**src/rtl/uart_pkg.sv**
```systemverilog
// Shared types for the UART blocks: FSM state and parity-mode enums, legal
// frame-width range and small parity helpers.
package uart_pkg;

    localparam int UART_DATA_BITS_MIN = 5;
    localparam int UART_DATA_BITS_MAX = 8;

    typedef enum logic [2:0] {
        ST_IDLE   = 3'd0,
        ST_START  = 3'd1,
        ST_DATA   = 3'd2,
        ST_PARITY = 3'd3,
        ST_STOP1  = 3'd4,
        ST_STOP2  = 3'd5
    } uart_tx_state_e;

    typedef enum logic [1:0] {
        PAR_NONE = 2'd0,
        PAR_EVEN = 2'd1,
        PAR_ODD  = 2'd2
    } uart_parity_e;

    function automatic uart_parity_e decode_parity(input logic [1:0] mode);
        uart_parity_e res;
        case (mode)
            2'b01:   res = PAR_EVEN;
            2'b10:   res = PAR_ODD;
            default: res = PAR_NONE;
        endcase
        return res;
    endfunction

    // Starting value of the running XOR so that it ends as the parity bit to send.
    function automatic logic parity_seed(input uart_parity_e mode);
        return (mode == PAR_ODD) ? 1'b1 : 1'b0;
    endfunction

endpackage

```
**src/rtl/uart_sync_fifo.sv**
```systemverilog
// Single-clock FIFO with registered full/empty flags and an occupancy count.
// Writes while full and reads while empty are ignored.
module uart_sync_fifo #(
    parameter int WIDTH = 8,
    parameter int DEPTH = 4
) (
    input  logic                     clk,
    input  logic                     rst,
    input  logic                     wr_en,
    input  logic [WIDTH-1:0]         wr_data,
    input  logic                     rd_en,
    output logic [WIDTH-1:0]         rd_data,
    output logic                     full,
    output logic                     empty,
    output logic [$clog2(DEPTH):0]   count
);
    localparam int AW = $clog2(DEPTH);
    localparam logic [AW:0] DEPTH_CNT = (AW + 1)'(DEPTH);

    if ((DEPTH < 2) || ((DEPTH & (DEPTH - 1)) != 0)) begin : g_bad_depth
        $error("uart_sync_fifo: DEPTH must be a power of two, at least 2");
    end

    logic [WIDTH-1:0] mem_r [DEPTH];
    logic [AW-1:0]    wr_ptr_r;
    logic [AW-1:0]    rd_ptr_r;
    logic [AW:0]      count_r;
    logic [AW:0]      count_s;
    logic             full_r;
    logic             empty_r;
    logic             push_s;
    logic             pop_s;

    // Qualify requests against the registered flags and compute next occupancy
    always_comb begin
        push_s = wr_en && !full_r;
        pop_s  = rd_en && !empty_r;
        case ({push_s, pop_s})
            2'b10:   count_s = count_r + 1'b1;
            2'b01:   count_s = count_r - 1'b1;
            default: count_s = count_r;
        endcase
    end

    // Pointers, occupancy and flags; pointers wrap naturally at DEPTH
    always_ff @(posedge clk or posedge rst) begin
        if (rst) begin
            wr_ptr_r <= {AW{1'b0}};
            rd_ptr_r <= {AW{1'b0}};
            count_r  <= {(AW + 1){1'b0}};
            full_r   <= 1'b0;
            empty_r  <= 1'b1;
        end else begin
            if (push_s) begin
                wr_ptr_r <= wr_ptr_r + 1'b1;
            end
            if (pop_s) begin
                rd_ptr_r <= rd_ptr_r + 1'b1;
            end
            count_r <= count_s;
            full_r  <= (count_s == DEPTH_CNT);
            empty_r <= (count_s == {(AW + 1){1'b0}});
        end
    end

    // Storage array
    always_ff @(posedge clk) begin
        if (push_s) begin
            mem_r[wr_ptr_r] <= wr_data;
        end
    end

    assign rd_data = mem_r[rd_ptr_r];
    assign full    = full_r;
    assign empty   = empty_r;
    assign count   = count_r;

endmodule

```
**src/rtl/uart_tx_buffered.sv**
```systemverilog
// Buffered UART transmitter: TX FIFO feeding a start/data/parity/stop framer.
// The parity bit is compiled in only when UART_TX_PARITY_EN is defined.
module uart_tx_buffered
    import uart_pkg::*;
#(
    parameter int DATA_BITS  = 8,
    parameter int FIFO_DEPTH = 4,
    parameter int DIV_W      = 16
) (
    input  logic                          clk,
    input  logic                          rst,
    input  logic [DIV_W-1:0]              baud_div,
    input  logic [1:0]                    parity_mode,
    input  logic                          stop_2,
    input  logic                          wr_valid,
    input  logic [DATA_BITS-1:0]          wr_data,
    output logic                          wr_ready,
    output logic                          serial_out,
    output logic                          busy,
    output logic                          tx_done,
    output logic [$clog2(FIFO_DEPTH):0]   fifo_count
);
    localparam int BIT_W = $clog2(UART_DATA_BITS_MAX);
    localparam logic [BIT_W-1:0] LAST_BIT = BIT_W'(DATA_BITS - 1);

    if ((DATA_BITS < UART_DATA_BITS_MIN) || (DATA_BITS > UART_DATA_BITS_MAX)) begin : g_bad_data_bits
        $error("uart_tx_buffered: DATA_BITS out of range");
    end

    uart_tx_state_e         state_r;
    uart_tx_state_e         state_s;
    uart_tx_state_e         adv_state_s;
    logic [DIV_W-1:0]       baud_cnt_r;
    logic [DIV_W-1:0]       baud_cnt_s;
    logic [DIV_W-1:0]       div_r;
    logic [DIV_W-1:0]       div_s;
    logic [BIT_W-1:0]       bit_cnt_r;
    logic [BIT_W-1:0]       bit_cnt_s;
    logic [DATA_BITS-1:0]   shift_r;
    logic [DATA_BITS-1:0]   shift_s;
    logic                   stop2_r;
    logic                   stop2_s;
    logic                   serial_r;
    logic                   serial_s;
    logic                   busy_r;
    logic                   tx_done_r;
    logic                   done_next_s;
    logic                   final_stop_s;
    logic                   bit_end_s;
    logic                   frame_end_s;
    logic                   pop_s;
    logic                   fifo_full_s;
    logic                   fifo_empty_s;
    logic [DATA_BITS-1:0]   fifo_head_s;
`ifdef UART_TX_PARITY_EN
    uart_parity_e           par_mode_r;
    uart_parity_e           par_mode_s;
    logic                   parity_r;
    logic                   parity_s;
`else
    logic                   unused_parity_mode;
    assign unused_parity_mode = ^parity_mode;
`endif

    uart_sync_fifo #(
        .WIDTH (DATA_BITS),
        .DEPTH (FIFO_DEPTH)
    ) u_fifo (
        .clk     (clk),
        .rst     (rst),
        .wr_en   (wr_valid),
        .wr_data (wr_data),
        .rd_en   (pop_s),
        .rd_data (fifo_head_s),
        .full    (fifo_full_s),
        .empty   (fifo_empty_s),
        .count   (fifo_count)
    );

    // Frame sequencing, datapath updates and the next serial line level
    always_comb begin
        adv_state_s = state_r;
        bit_cnt_s   = bit_cnt_r;
        shift_s     = shift_r;
        div_s       = div_r;
        stop2_s     = stop2_r;
        frame_end_s = 1'b0;
        bit_end_s   = (baud_cnt_r == div_r);
`ifdef UART_TX_PARITY_EN
        par_mode_s  = par_mode_r;
        parity_s    = parity_r;
`endif
        case (state_r)
            ST_IDLE: begin
                adv_state_s = ST_IDLE;
            end
            ST_START: begin
                if (bit_end_s) begin
                    adv_state_s = ST_DATA;
                    bit_cnt_s   = {BIT_W{1'b0}};
                end else begin
                    adv_state_s = ST_START;
                end
            end
            ST_DATA: begin
                if (bit_end_s) begin
                    shift_s = {1'b0, shift_r[DATA_BITS-1:1]};
`ifdef UART_TX_PARITY_EN
                    parity_s = parity_r ^ shift_r[0];
`endif
                    if (bit_cnt_r == LAST_BIT) begin
`ifdef UART_TX_PARITY_EN
                        adv_state_s = (par_mode_r != PAR_NONE) ? ST_PARITY : ST_STOP1;
`else
                        adv_state_s = ST_STOP1;
`endif
                    end else begin
                        bit_cnt_s = bit_cnt_r + 1'b1;
                    end
                end else begin
                    adv_state_s = ST_DATA;
                end
            end
`ifdef UART_TX_PARITY_EN
            ST_PARITY: begin
                if (bit_end_s) begin
                    adv_state_s = ST_STOP1;
                end else begin
                    adv_state_s = ST_PARITY;
                end
            end
`endif
            ST_STOP1: begin
                if (bit_end_s && stop2_r) begin
                    adv_state_s = ST_STOP2;
                end else if (bit_end_s) begin
                    adv_state_s = ST_IDLE;
                    frame_end_s = 1'b1;
                end else begin
                    adv_state_s = ST_STOP1;
                end
            end
            ST_STOP2: begin
                if (bit_end_s) begin
                    adv_state_s = ST_IDLE;
                    frame_end_s = 1'b1;
                end else begin
                    adv_state_s = ST_STOP2;
                end
            end
            default: begin
                adv_state_s = ST_IDLE;
            end
        endcase

        // A queued byte starts straight from the last stop bit, so frames chain without a gap.
        pop_s = ((state_r == ST_IDLE) || frame_end_s) && !fifo_empty_s;
        if (pop_s) begin
            state_s = ST_START;
            shift_s = fifo_head_s;
            div_s   = baud_div;
            stop2_s = stop_2;
`ifdef UART_TX_PARITY_EN
            par_mode_s = decode_parity(parity_mode);
            parity_s   = parity_seed(par_mode_s);
`endif
        end else begin
            state_s = adv_state_s;
        end

        if ((state_r == ST_IDLE) || bit_end_s) begin
            baud_cnt_s = {DIV_W{1'b0}};
        end else begin
            baud_cnt_s = baud_cnt_r + 1'b1;
        end

        case (state_s)
            ST_IDLE:   serial_s = 1'b1;
            ST_START:  serial_s = 1'b0;
            ST_DATA:   serial_s = shift_s[0];
`ifdef UART_TX_PARITY_EN
            ST_PARITY: serial_s = parity_s;
`endif
            ST_STOP1:  serial_s = 1'b1;
            ST_STOP2:  serial_s = 1'b1;
            default:   serial_s = 1'b1;
        endcase

        final_stop_s = (state_s == ST_STOP2) || ((state_s == ST_STOP1) && !stop2_s);
        done_next_s  = final_stop_s && (baud_cnt_s == div_s);
    end

    // Frame state and registered line outputs
    always_ff @(posedge clk or posedge rst) begin
        if (rst) begin
            state_r    <= ST_IDLE;
            baud_cnt_r <= {DIV_W{1'b0}};
            div_r      <= {DIV_W{1'b0}};
            bit_cnt_r  <= {BIT_W{1'b0}};
            shift_r    <= {DATA_BITS{1'b0}};
            stop2_r    <= 1'b0;
            serial_r   <= 1'b1;
            busy_r     <= 1'b0;
            tx_done_r  <= 1'b0;
`ifdef UART_TX_PARITY_EN
            par_mode_r <= PAR_NONE;
            parity_r   <= 1'b0;
`endif
        end else begin
            state_r    <= state_s;
            baud_cnt_r <= baud_cnt_s;
            div_r      <= div_s;
            bit_cnt_r  <= bit_cnt_s;
            shift_r    <= shift_s;
            stop2_r    <= stop2_s;
            serial_r   <= serial_s;
            busy_r     <= (state_s != ST_IDLE);
            tx_done_r  <= done_next_s;
`ifdef UART_TX_PARITY_EN
            par_mode_r <= par_mode_s;
            parity_r   <= parity_s;
`endif
        end
    end

    assign wr_ready   = !fifo_full_s;
    assign serial_out = serial_r;
    assign busy       = busy_r;
    assign tx_done    = tx_done_r;

endmodule

```
**config.mk**
```make
export PLATFORM = sky130hd
export DESIGN_NAME = uart_tx_buffered
export DESIGN_NICKNAME = d
export VERILOG_FILES = /design/src/rtl/uart_pkg.sv /design/src/rtl/uart_sync_fifo.sv /design/src/rtl/uart_tx_buffered.sv
export SDC_FILE = /design/constraint.sdc
export NUM_CORES = 1
export LEC_CHECK = 0
export CAP_MARGIN = 20
export CORE_MARGIN = 2
export CORE_UTILIZATION = 44
export DETAILED_ROUTE_END_ITERATION = 10
export PLACE_DENSITY = 0.65
export SETUP_SLACK_MARGIN = 0.5
export SYNTH_ARGS = -nofsm -noshare
export SYNTH_HDL_FRONTEND = slang
export SYNTH_SLANG_ARGS = --single-unit
```
**constraint.sdc**
```tcl
create_clock -name clk -period 6.4 [get_ports clk]
set_input_delay 0.64 -clock clk [delete_from_list [all_inputs] [get_ports clk]]
set_output_delay 0.64 -clock clk [all_outputs]
set_load 0.01 [all_outputs]
```
# After elaboration in Yosys (flattened, before gate mapping)
# Memories as Yosys holds them, arrays and structs flattened.
# Index checks and enable logic that the tools add are counted.
# word_totals
regBits,59
mem_bits_rw,32
in_bits,30
output_inout_bits,7
word_cells,84
n_memories,1
# classes
add_sub_neg,6
eq_ne,17
muxes,25
n_reduce_logical,20
# mem_list
name,depth,word_bits,read_ports,rd_ports_with_merged_regs,write_ports,line_no,source
u_fifo.mem_r,4,8,1,0,1,uart_sync_fifo.sv:24,logic [WIDTH-1:0] mem_r [DEPTH];
# ops
operator,n
equality test 16 bit,2
two-way mux 16 bit,2
two-way mux 3 bit,9
two-way mux 8 bit,3
equality test 3 bit (second input constant),6
adder 16 x 1 -> 16 bit (second input constant),1
case mux 3 bit (2 select lines),2
case mux 3 bit (4 select lines),1
adder 3 x 1 -> 3 bit (second input constant),2
equality test 3 x 1 -> 1 bit (second input constant),2
equality test 3 x 2 -> 1 bit (second input constant),2
logical AND 1 bit,6
zero test 3 bit,2
!= test 2 bit (second input constant),3
nonzero test 2 bit,3
two-way mux 1 bit,5
adder 2 x 1 -> 2 bit (second input constant),2
case mux 1 bit (2 select lines),2
AND reduction 4 bit,1
zero test 1 bit,3
logical OR 1 bit,3
nonzero test 3 bit,1
subtractor 3 x 1 -> 3 bit (second input constant),1
equality test 2 x 1 -> 1 bit (second input constant),1
3 further kinds,3

# Longest topological paths before layout
# Gate-level depths: netlist of run 1.
# logic_depth
depth_word,11
ltp_mapped,14
ltp_nobuf,11

# By module
# A second synthesis of run 1 with hierarchy kept.
# unflattened
cells_unflattened,379
hier_area_um2,4496.8
# by_module_without_submodules
module,n_inst,cells_per_inst,area_per_inst_um2,seq_area_each_um2
uart_tx_buffered,1,287,2826.5,1252.5
uart_sync_fifo,1,92,1670.4,1187.4

# Worst setup path before layout of run 1
# No wires, ideal clock.
# synth_timing
path_kind,reg-to-reg
from,register baud_cnt_r[0]
to,"register u_fifo.full_r, in the netlist u_fifo.full"
setup_ps,73
arrival_time_ps,3072
path_slack_ps,3255
path_stages_with_launch,14
n_path_buf,3
path_cell_list,dfrtp_1 buf_6 xnor2_2 nand4_1 nor4_4 o21ai_2 buf_6 inv_1 clkbuf_1 ha_1 fa_1 mux2_2 or2_2 nor2b_1
# synth_via
elab_chain_len,10
elab_cells_between_ends,12
cone_classes,eq/ne (4); mux (4); reduce/logical (4)
# synth_rtl
element,line_no,source
start: declaration,uart_tx_buffered.sv:33,logic [DIV_W-1:0] baud_cnt_r;
start signal: assignment,uart_tx_buffered.sv:197,baud_cnt_r <= {DIV_W{1'b0}};
start signal: assignment,uart_tx_buffered.sv:211,baud_cnt_r <= baud_cnt_s;
equality test 16 bit (*),uart_tx_buffered.sv:88,bit_end_s = (baud_cnt_r == div_r);
two-way mux 1 bit / logical AND 1 bit (equally long branches),"uart_tx_buffered.sv:136, uart_tx_buffered.sv:144, uart_tx_buffered.sv:134",
two-way mux 1 bit,uart_tx_buffered.sv:134,if (bit_end_s && stop2_r) begin
case mux 1 bit (2 select lines) (*),uart_tx_buffered.sv:93,case (state_r)
logical OR 1 bit (*),uart_tx_buffered.sv:157,pop_s = ((state_r == ST_IDLE) || frame_end_s) && !fifo_empty_s;
logical AND 1 bit (*),uart_tx_buffered.sv:157,
logical AND 1 bit (*),uart_sync_fifo.sv:37,pop_s = rd_en && !empty_r;
equality test 2 x 1 -> 1 bit / equality test 2 bit (equally long branches),uart_sync_fifo.sv:38,"case ({push_s, pop_s})"
case mux 3 bit (2 select lines) (*),uart_sync_fifo.sv:38,
named net u_fifo.count_s[1],uart_sync_fifo.sv:28,logic [AW:0] count_s;
equality test 3 bit (*),uart_sync_fifo.sv:61,full_r <= (count_s == DEPTH_CNT);
end signal: assignment,uart_sync_fifo.sv:61,
end: declaration,uart_sync_fifo.sv:29,logic full_r;
# The timed path passes the listed nets; every way through them passes the cells marked *.
# A chain may end at the register's enable or synchronous reset.

# Worst setup path in the final report of run 1
# layout_timing
from,register div_r[4]
to,"register u_fifo.full_r, in the netlist u_fifo.full"
# layout_via
elab_chain_len,10
elab_cells_between_ends,12
cone_classes,eq/ne (4); mux (4); reduce/logical (4)
# layout_rtl
element,line_no,source
start: declaration,uart_tx_buffered.sv:35,logic [DIV_W-1:0] div_r;
start signal: assignment,uart_tx_buffered.sv:198,div_r <= {DIV_W{1'b0}};
start signal: assignment,uart_tx_buffered.sv:212,div_r <= div_s;
equality test 16 bit (*),uart_tx_buffered.sv:88,
two-way mux 1 bit / logical AND 1 bit (equally long branches),"uart_tx_buffered.sv:136, uart_tx_buffered.sv:144, uart_tx_buffered.sv:134",
two-way mux 1 bit,uart_tx_buffered.sv:134,
case mux 1 bit (2 select lines) (*),uart_tx_buffered.sv:93,
logical OR 1 bit (*),uart_tx_buffered.sv:157,
logical AND 1 bit (*),uart_tx_buffered.sv:157,
logical AND 1 bit (*),uart_sync_fifo.sv:37,
equality test 2 x 1 -> 1 bit / equality test 2 bit (equally long branches),uart_sync_fifo.sv:38,
case mux 3 bit (2 select lines) (*),uart_sync_fifo.sv:38,
named net u_fifo.count_s[1],uart_sync_fifo.sv:28,
equality test 3 bit (*),uart_sync_fifo.sv:61,
# Marked as above.

==> results of run 1 <==
-- stage by stage --
| stage | util | total power [mW] | area [um^2] | hold WS [ps] |
|---|---|---|---|---|
| finish | 0.5164 | 1.911 | 5001 | 485.6 |
| global route | 0.5164 | 2.049 | 5001 | 513.6 |
| CTS | 0.5164 | 1.929 | 5001 | 485.9 |
| detailed placement | 0.4952 | 1.537 | 4796 | 461.4 |
| global placement | 0.4952 | 1.516 | 4796 | 455.5 |
| floorplan | - | 1.368 | 4348 | 439.1 |
-- worst min-delay path by stage --
stage	start	to	slack [ps]	cells past startpoint
after floorplan	shift_r[3]$_DFFE_PP0P_	shift_r[3]$_DFFE_PP0P_	440	2
after CTS	shift_r[5]$_DFFE_PP0P_	shift_r[5]$_DFFE_PP0P_	490	2
after global routing	shift_r[6]$_DFFE_PP0P_	shift_r[6]$_DFFE_PP0P_	510	2
after detailed placement	shift_r[5]$_DFFE_PP0P_	shift_r[5]$_DFFE_PP0P_	460	2
after global placement	shift_r[5]$_DFFE_PP0P_	shift_r[5]$_DFFE_PP0P_	460	2
final	shift_r[2]$_DFFE_PP0P_	shift_r[2]$_DFFE_PP0P_	490	2
-- per-layer routing --
metal  wire length (um)  vias up
met5                  0        -
met2               4124       38
met1               3990     1400
met3                250       19
li1                   -     1372
met4                163        0
-- sequential cells by signal, summed over array words and instances (netlist names), 2 cells and up --
register         flops
state_r              3
u_fifo.rd_ptr_r      2
u_fifo.count         3
div_r               16
shift_r              8
baud_cnt_r          16
u_fifo.mem_r        32
bit_cnt_r            3
u_fifo.wr_ptr_r      2
-- power by group --
part	internal (mW)	switching (mW)	leakage (nW)
combinational	0.307	0.267	0.896
sequential	0.772	0.174	1.03
clock	0.156	0.235	0.103
-- cell type report --
class,instances,share of cell area
flip-flops and latches,91,0.4879
clock inverters,7,0.01626
clock buffers,9,0.02477
well taps,133,0.03328
inverters,13,0.009757
multi-input cells,255,0.3570
repair buffers,36,0.07105
-- cell usage in the layout, fill, tap and decap left out, types with 2 or more instances in the layout --
cell type / count
a2111oi_0: 2
a21oi_1: 4
dfstp_2: 2
nand3_1: 9
mux2i_1: 3
mux2_2: 8
nand4_1: 7
clkinv_8: 2
edfxtp_1: 32
ha_1: 8
nand2_1: 65
mux4_2: 8
o22ai_1: 2
o21ai_0: 5
nor2_1: 27
inv_1: 12
xor2_1: 11
clkdlybuf4s50_1: 34
and3_1: 5
xnor2_1: 30
inv_8: 2
a31oi_1: 2
clkinv_4: 2
clkbuf_8: 9
or3_1: 2
a211oi_1: 2
a22oi_1: 6
nor3_1: 8
buf_4: 2
nand3b_1: 2
dfrtp_1: 57
nor2b_1: 4
and2_1: 7
nand2b_1: 3
-- logic make-up (layout without fill, tap and decap cells) --
| family | after synthesis | in the layout | synth area share |
|---|---|---|---|
| compound gates | 36 | 36 | 0.06043 |
| xor+xnor | 42 | 42 | 0.08633 |
| mux | 20 | 20 | 0.07252 |
| buf+inv | 26 | 65 | 0.02820 |
| simple gates | 148 | 148 | 0.1637 |
| flops | 91 | 91 | 0.5612 |
| fa+ha+maj | 9 | 9 | 0.02763 |
-- tightest hold or removal path: stages (launching register included) --
cell     delay [ps]
dfrtp_1         360
nand2_1          50
nand2_1          50
==> metrics, run 1 <==
vias in the first global route=2,862; Final Hold Viols=0; reg2reg end=u_fifo.full$_DFF_PP0_; Power Density=382.2 nW/um^2; area grow syn2layout=15.02%; Reg area=2440 um^2; first-pass GRT wire length=roughly 14,000 um; Synth top cells by count=65 x nand2_1, 57 x dfrtp_1, 32 x edfxtp_1, 30 x xnor2_1, 27 x nor2_1; Critical Path Max Stage Delay=560 ps; count of hold-fix buffers inserted at cts=0; final setup margin=between 2000 and 3000 ps; detailed placement HPWL=5992 um; Leakage=2.027 nW; Multi-input gate area=between 1500 and 2000 um^2; maximum clock frequency=262.3 MHz; critical path's slowest cell=inv_1; endpoints failing setup=0; GRT Max-Usage Layer=met2; Worst-path clk slew=100 ps; Seq/Total Area, Yosys=0.5612; crit end category=register; die width=between 100 and 150 um; Area contributors post-synth=dfrtp_1 33%, edfxtp_1 22%, xnor2_1 6.0%; worst-margin pin slew=770.0 ps; CTS resizes=0; first-pass iteration count of the detailed router=4; Clock Latency Late Sink=~370 ps; Die Footprint=10,690 um^2; Tmin final=3813 ps; CTS tree=yes; dominant synthesized flop cell=dfrtp_1; grt total ovfl=0; Die Y=103.4 um; Crit path buffers/inverters=2; largest net degree at the start of global routing=60; dpl cells=528; relative slew slack=0.4866; Max Buffers Root-to-Sink=2; vias=2,829; Residual DRC=0; initial antenna violation count=0; top cell family by delay on the critical path=simple AND/OR/NAND/NOR gates; Levels on crit path=11; final worst-path cycle share=0.5957; synthesized area per cell=11.69 um^2; met2 Resource Use GR=0.2868; number of flops mapped to enable cells by yosys=32; FF-to-FF path depth=11; Core Region=9684 um^2; Routed WL per cell=~16 um; setup_tns=0 ps; Synth warnings=0; CP startpoint kind=register; synthesized area=~4300 um^2; remaining antenna violation count after routing=0; row count=36; Post-Syn Instances=372; pins over their slew limit=0; Critical Path RT=6700 ps; RePlAce Congestion=0.8375; Synth cell types=between 50 and 60; worst r2r src=div_r[4]$_DFF_PP0_; Vias/cell=5.200; I/O Buffers=34; clock sinks=91; CP Class=register to register; cell taking the most area after synthesis=dfrtp_1; H-tree Lvls=3; Final #Nets=445; syn_nets=411; Critical Path Sink=u_fifo.full$_DFF_PP0_; Post-Layout Cell Count=roughly 540; Fillers=between 800 and 900; WL final=8529 um; IO Count=37; status=complete, no violations; root buffer cell=clkbuf_8; RSZ-0062 raised after global routing=no; Synth top area share=0.3281; worst reg2reg setup slack=~2600 ps; initial DRC count=100; Async SR Flop Fraction=0.6484; total track usage=0.1790; met1 GRT Util=0.2419; clock buffer count from CTS=9; CP startpoint=div_r[4]$_DFF_PP0_; arrival time worst endpoint=4110 ps; Initial Util=0.4490; skew final=8.941 ps; crit path max fanout=22; met3 usage=0.03427; critical path, cell by cell=xnor2_1 -> nand4_1 -> nor4_4 -> o21ai_2 -> buf_4 -> inv_1 -> ha_1 -> fa_1 -> mux2_2 -> or2_2 -> nor2b_1; Tightest Hold Check Type=register to register; MaxCap Viol Count=0; layout cell share with drive strength beyond 1=0.1119; Setup Fix Bufs, Post-CTS=0; worst vdd ir=between 0.2 and 0.25 mV; Seq cells post-synth=~90; most common cell in the netlist=nand2_1; Place WS=2564 ps; Antenna Diode Count=0
No activity file was read; power rests on OpenSTA's default activity.
==> run 2: changes to the inputs <==
==> constraint.sdc (replaced) <==
create_clock -name clk -period 3.9 [get_ports clk]
set_input_delay 0.39 -clock clk [delete_from_list [all_inputs] [get_ports clk]]
set_output_delay 0.39 -clock clk [all_outputs]
set_load 0.01 [all_outputs]
==> run 2 against run 1 <==
Against the previous run:
- register-to-register slack worse by 1600 ps
- clock-buffer cell count stayed put
- first-iteration DRC count is 8.0% higher
- worst setup slack got worse by 1600 ps
- highest routed layer unchanged
- via count decreased by 1.6%
- sequential share of layout area barely moved
- clock power grew 64%
- final cell count up 0.18%
- critical path depth decreased by 1
- wire length decreased by 2.1%
- core utilization is essentially flat
- global-route usage is 0.53 points lower
==> metrics, run 2 (same netlist as run 1, synthesis figures left out) <==
Leakage=2.032 nW; Critical Path Max Stage Delay=490 ps; pins over their slew limit=0; remaining antenna violation count after routing=0; internal power=between 2 and 2.5 mW; Post-Layout Cell Count=approximately 550; total track usage=0.1738; Crit path buffers/inverters=1; Reg with most FFs=u_fifo.mem_r; RSZ-0062 raised after global routing=no; Final Hold Viols=0; clock buffer count from CTS=9; net switching power figure=~1.1 mW; critical path, cell by cell=xnor2_1 -> nand4_1 -> nor4_4 -> o21ai_2 -> inv_1 -> ha_1 -> fa_1 -> mux2_2 -> or2_2 -> nor2b_1; setup_tns=0 ps; maximum clock frequency=about 340 MHz; RePlAce Congestion=roughly 0.84; Die Y=103.4 um; first-pass GRT wire length=14,010 um; Clock Latency Late Sink=around 370 ps; clock sinks=91; worst vdd ir=0.3608 mV; Residual DRC=0; H-tree Lvls=3; Core Util, Final=0.5162; Tmin final=2961 ps; Vias/cell=5.108; Routed WL per cell=15.32 um; I/O Buffers=34; commonest cells after routing, fill and taps aside=65 x nand2_1, 57 x dfrtp_1, 34 x clkdlybuf4s50_1, 32 x edfxtp_1, 30 x xnor2_1; initial antenna violation count=0; Initial Util=0.4490; final worst-path cycle share=0.7591; MaxCap Viol Count=0; CP startpoint kind=register; final setup margin=between 900 and 1000 ps; first-pass iteration count of the detailed router=6; arrival time worst endpoint=3260 ps; fraction of power spent switching nets=0.3512; Setup Fix Bufs, Post-CTS=0; clock power share=0.204; Antenna Diode Count=0; CTS tree=yes; IO Count=37; critical path's slowest cell=nor4_4; largest registers=u_fifo.mem_r x32, baud_cnt_r x16, div_r x16; count of hold-fix buffers inserted at cts=0; Place WS=slightly below 1000 ps; Max Buffers Root-to-Sink=2; Final #Nets=446; WL final=8349 um; row count=36; root buffer cell=clkbuf_8; most common cell after layout, fill and taps aside=nand2_1; grt total ovfl=0; vias in the first global route=about 2,800; Comb pwr share=0.299; layout cell share with drive strength beyond 1=0.1141; status=complete, no violations; worst-margin pin slew=906.3 ps; Critical Path RT=4200 ps; dpl cells=529; detailed placement HPWL=about 6000 um; Die Footprint=10,690 um^2; Worst-path clk slew=110 ps; top cell family by delay on the critical path=simple AND/OR/NAND/NOR gates; Sequential Power Share=0.497; largest net degree at the start of global routing=45; relative slew slack=0.3949; crit end category=register; Core Region=9684 um^2; endpoints failing setup=0; CTS resizes=0; Tightest Hold Check Type=register to register; vias=2,784; area grow syn2layout=14.96%; skew final=about 12 ps; initial DRC count=108; crit path max fanout=6; Power Density=~630 nW/um^2; die width=103.4 um; max reg flops=32; CP Class=register to register
==> run 2: cell types whose count changed in the layout (fill, tap and decap cells not counted), sizes merged <==
cell	delta
clkinv	-4
inv	+4
buf	+1
==> run 2: path summary, 6_finish.rpt <==
check                                       startpoint                        to  slack [ps]  cells after the start
worst max-delay path                div_r[4]$_DFF_PP0_     u_fifo.full$_DFF_PP0_         940                     10
worst min-delay path            shift_r[4]$_DFFE_PP0P_    shift_r[4]$_DFFE_PP0P_         480                      2
worst max register to register      div_r[4]$_DFF_PP0_     u_fifo.full$_DFF_PP0_         940                     10
worst min register to register  shift_r[4]$_DFFE_PP0P_    shift_r[4]$_DFFE_PP0P_         480                      2
max in group asynchronous                          rst      serial_out$_DFF_PP1_        2540                      3
min in group asynchronous                          rst  baud_cnt_r[11]$_DFF_PP0_         530                      2
==> run 2: power groups by stage <==
| stage | combinational, mW | clock (mW) | sequential, mW |
|---|---|---|---|
| global placement | 0.922 | 0 | 1.56 |
| finish | 0.935 | 0.640 | 1.55 |
| detailed placement | 0.945 | 0 | 1.57 |
| floorplan | 0.789 | 0 | 1.46 |
| global route | 1.05 | 0.696 | 1.60 |
| CTS | 0.948 | 0.659 | 1.56 |
==> run 2: final cells by class <==
| cell class | instances | area [um^2] |
|---|---|---|
| clock buffers | 9 | 123.9 |
| clock inverters | 7 | 71.32 |
| fillers | 854 | 4686 |
| inverters | 13 | 48.80 |
| multi-input cells | 255 | 1785 |
| flip-flops and latches | 91 | 2440 |
| well taps | 133 | 166.4 |
| repair buffers | 37 | 362.8 |
==> run 2: stage by stage <==
step	hold slack [ps]	total power, mW	cell area [um^2]
floorplan	439.1	2.245	4348
global placement	452.1	2.485	4803
detailed placement	466.7	2.520	4803
CTS	488.8	3.164	4999
global route	526.7	3.344	4999
finish	483.4	3.128	4999
==> run 2: per-layer routing <==
metal | GRT usage | vias to the layer above | share of wire
met3 | 0.03898 | 15 | 0.034
met5 | 0 | - | 0
met4 | 0.06174 | 0 | 0.020
met2 | 0.2864 | 48 | 0.48
li1 | - | 1377 | -
met1 | 0.2271 | 1344 | 0.46
==> run 2: worst register-to-register path: stages (launching register included) <==
cell,delay [ps]
dfrtp_1,470
xnor2_1,210
nand4_1,180
nor4_4,490
o21ai_2,140
inv_1,90
ha_1,200
fa_1,430
mux2_2,280
or2_2,280
nor2b_1,110
==> run 3: changes to the inputs <==
--- a/config.mk
+++ b/config.mk
@@ -9,7 +9,7 @@
 export CORE_MARGIN = 2
 export CORE_UTILIZATION = 44
 export DETAILED_ROUTE_END_ITERATION = 10
-export PLACE_DENSITY = 0.65
+export PLACE_DENSITY = 0.68
 export SETUP_SLACK_MARGIN = 0.5
 export SYNTH_ARGS = -nofsm -noshare
 export SYNTH_HDL_FRONTEND = slang
==> constraint.sdc (replaced) <==
create_clock -name clk -period 2.7 [get_ports clk]
set_input_delay 0.27 -clock clk [delete_from_list [all_inputs] [get_ports clk]]
set_output_delay 0.27 -clock clk [all_outputs]
set_load 0.01 [all_outputs]
==> run 3 against run 2 <==
Against the previous run:
- critical path depth increased by 1
- clock skew is essentially flat
- fmax up 11%
- final cell count up 7.2%
- sequential share of layout area is 4.3 points lower
- register-to-register slack got worse by 910 ps
- via count is 6.7% higher
==> metrics, run 3 (same netlist as run 1, synthesis figures left out) <==
crit path max fanout=10; relative slew slack=0.5449; RSZ-0062 raised after global routing=yes; skew final=between 10 and 15 ps; Final #Nets=485; worst-margin pin slew=681.7 ps; Die Y=slightly above 100 um; commonest cells after routing, fill and taps aside=64 x nand2_1, 55 x dfrtp_1, 34 x clkdlybuf4s50_1, 34 x buf_4, 32 x edfxtp_1; total track usage=0.1855; crit end category=register; root buffer cell=clkbuf_8; worst vdd ir=between 0.4 and 0.5 mV; Vias/cell=5.086; pins over their slew limit=0; remaining antenna violation count after routing=0; critical path, cell by cell=buf_6 -> xnor2_2 -> nand4_1 -> nor4_4 -> buf_4 -> or2_1 -> buf_4 -> o211ai_1 -> o2111ai_1 -> nor4_2 -> o211a_1; largest registers=u_fifo.mem_r x32, baud_cnt_r x16, div_r x16; H-tree Lvls=3; status=complete, no violations; top cell family by delay on the critical path=simple AND/OR/NAND/NOR gates; maximum clock frequency=between 300 and 400 MHz; count of hold-fix buffers inserted at cts=0; Fillers=~820; final worst-path cycle share=0.9893; Tmin final=2671 ps; Core Region=9684 um^2; Clock Latency Late Sink=380 ps; first-pass GRT wire length=14,720 um; most common cell after layout, fill and taps aside=nand2_1; Antenna Diode Count=0; Pwr Total=4.835 mW; Max Buffers Root-to-Sink=2; Reg with most FFs=u_fifo.mem_r; clock sinks=91; max reg flops=32; worst hold slack=307.0 ps; Final Hold Viols=0; die width=103.4 um; layout cell share with drive strength beyond 1=0.2417; Critical Path Max Stage Delay=410 ps; I/O Buffers=34; endpoints failing setup=0; Routed WL per cell=roughly 16 um; Power Density=881.8 nW/um^2; Crit path buffers/inverters=3; CP startpoint kind=register; initial DRC count=151; Leakage=2.256 nW; Tightest Hold Check Type=primary input to asynchronous set/reset pin; WL final=around 9000 um; grt total ovfl=0; Critical Path RT=3010 ps; row count=36; Die Footprint=approximately 11,000 um^2; clock buffer count from CTS=9; vias=2,970; CP most frequent cell=buf_4; arrival time worst endpoint=approximately 3000 ps; detailed placement HPWL=6277 um; Initial Util=0.4490; IO Count=37; critical path's slowest cell=dfrtp_1; area grow syn2layout=26.10%; initial antenna violation count=0; largest net degree at the start of global routing=32; Post-Layout Cell Count=584; CTS tree=yes; CP Class=register to register; first-pass iteration count of the detailed router=4; vias in the first global route=2,979; RePlAce Congestion=~0.84; MaxCap Viol Count=0; Worst-path clk slew=100 ps; dpl cells=roughly 550; Residual DRC=0
-- run 3: timing repair --
item	CTS	global route
resized for setup	9	29
gates cloned	0	0
pin swaps	6	20
buffers inserted	9	8
setup endpoints to repair	18	29
-- run 3: final cells by class --
class                           count  area (um^2)  share of cell area
Multi-Input combinational cell    255         1936              0.3530
Clock inverter                      7        65.06             0.01187
Inverter                           13        51.30            0.009356
Clock buffer                        9        123.9             0.02259
Sequential cell                    91         2442              0.4455
Tap cell                          133        166.4             0.03035
Timing Repair Buffer               76        698.2              0.1273
-- run 3: layer usage --
metal,vias up,global-route usage,wire length [um]
met5,-,0,0
met2,48,0.3156,4736
met4,0,0.05162,124
met1,1461,0.2344,4018
met3,11,0.05040,292
li1,1450,-,-
-- run 3: report_power, final --
part,total (mW),internal [mW],switching [mW]
Sequential,2.21,1.83,0.375
Combinational,1.73,0.953,0.780
Clock,0.894,0.357,0.537
-- run 3: final timing paths --
path,start,endpoint,slack [ps],cells past startpoint
max reg2reg,baud_cnt_r[1]$_DFF_PP0_,tx_done$_DFF_PP0_,30,11
min,rst,u_fifo.count[0]$_DFF_PP0_,310,2
min in group clk,stop_2,stop2_r$_DFF_PP0_,430,3
max in group asynchronous,rst,baud_cnt_r[7]$_DFF_PP0_,1780,3
max,baud_cnt_r[1]$_DFF_PP0_,tx_done$_DFF_PP0_,30,11
min reg2reg,shift_r[4]$_DFFE_PP0P_,shift_r[4]$_DFFE_PP0P_,490,2
-- run 3: per-stage QoR --
step           worst slack, ps  utilization  setup TNS [ps]  instance area (um^2)
6_report                 28.94       0.5662               0                  5483
5_1_grt                 -107.3       0.5662          -286.0                  5483
2_1_floorplan           -99.54            -          -178.5                  4395
4_1_cts                  50.13       0.5478               0                  5305
3_3_place_gp             11.60       0.5178               0                  5015
3_5_place_dp            -55.81       0.5178          -55.81                  5015
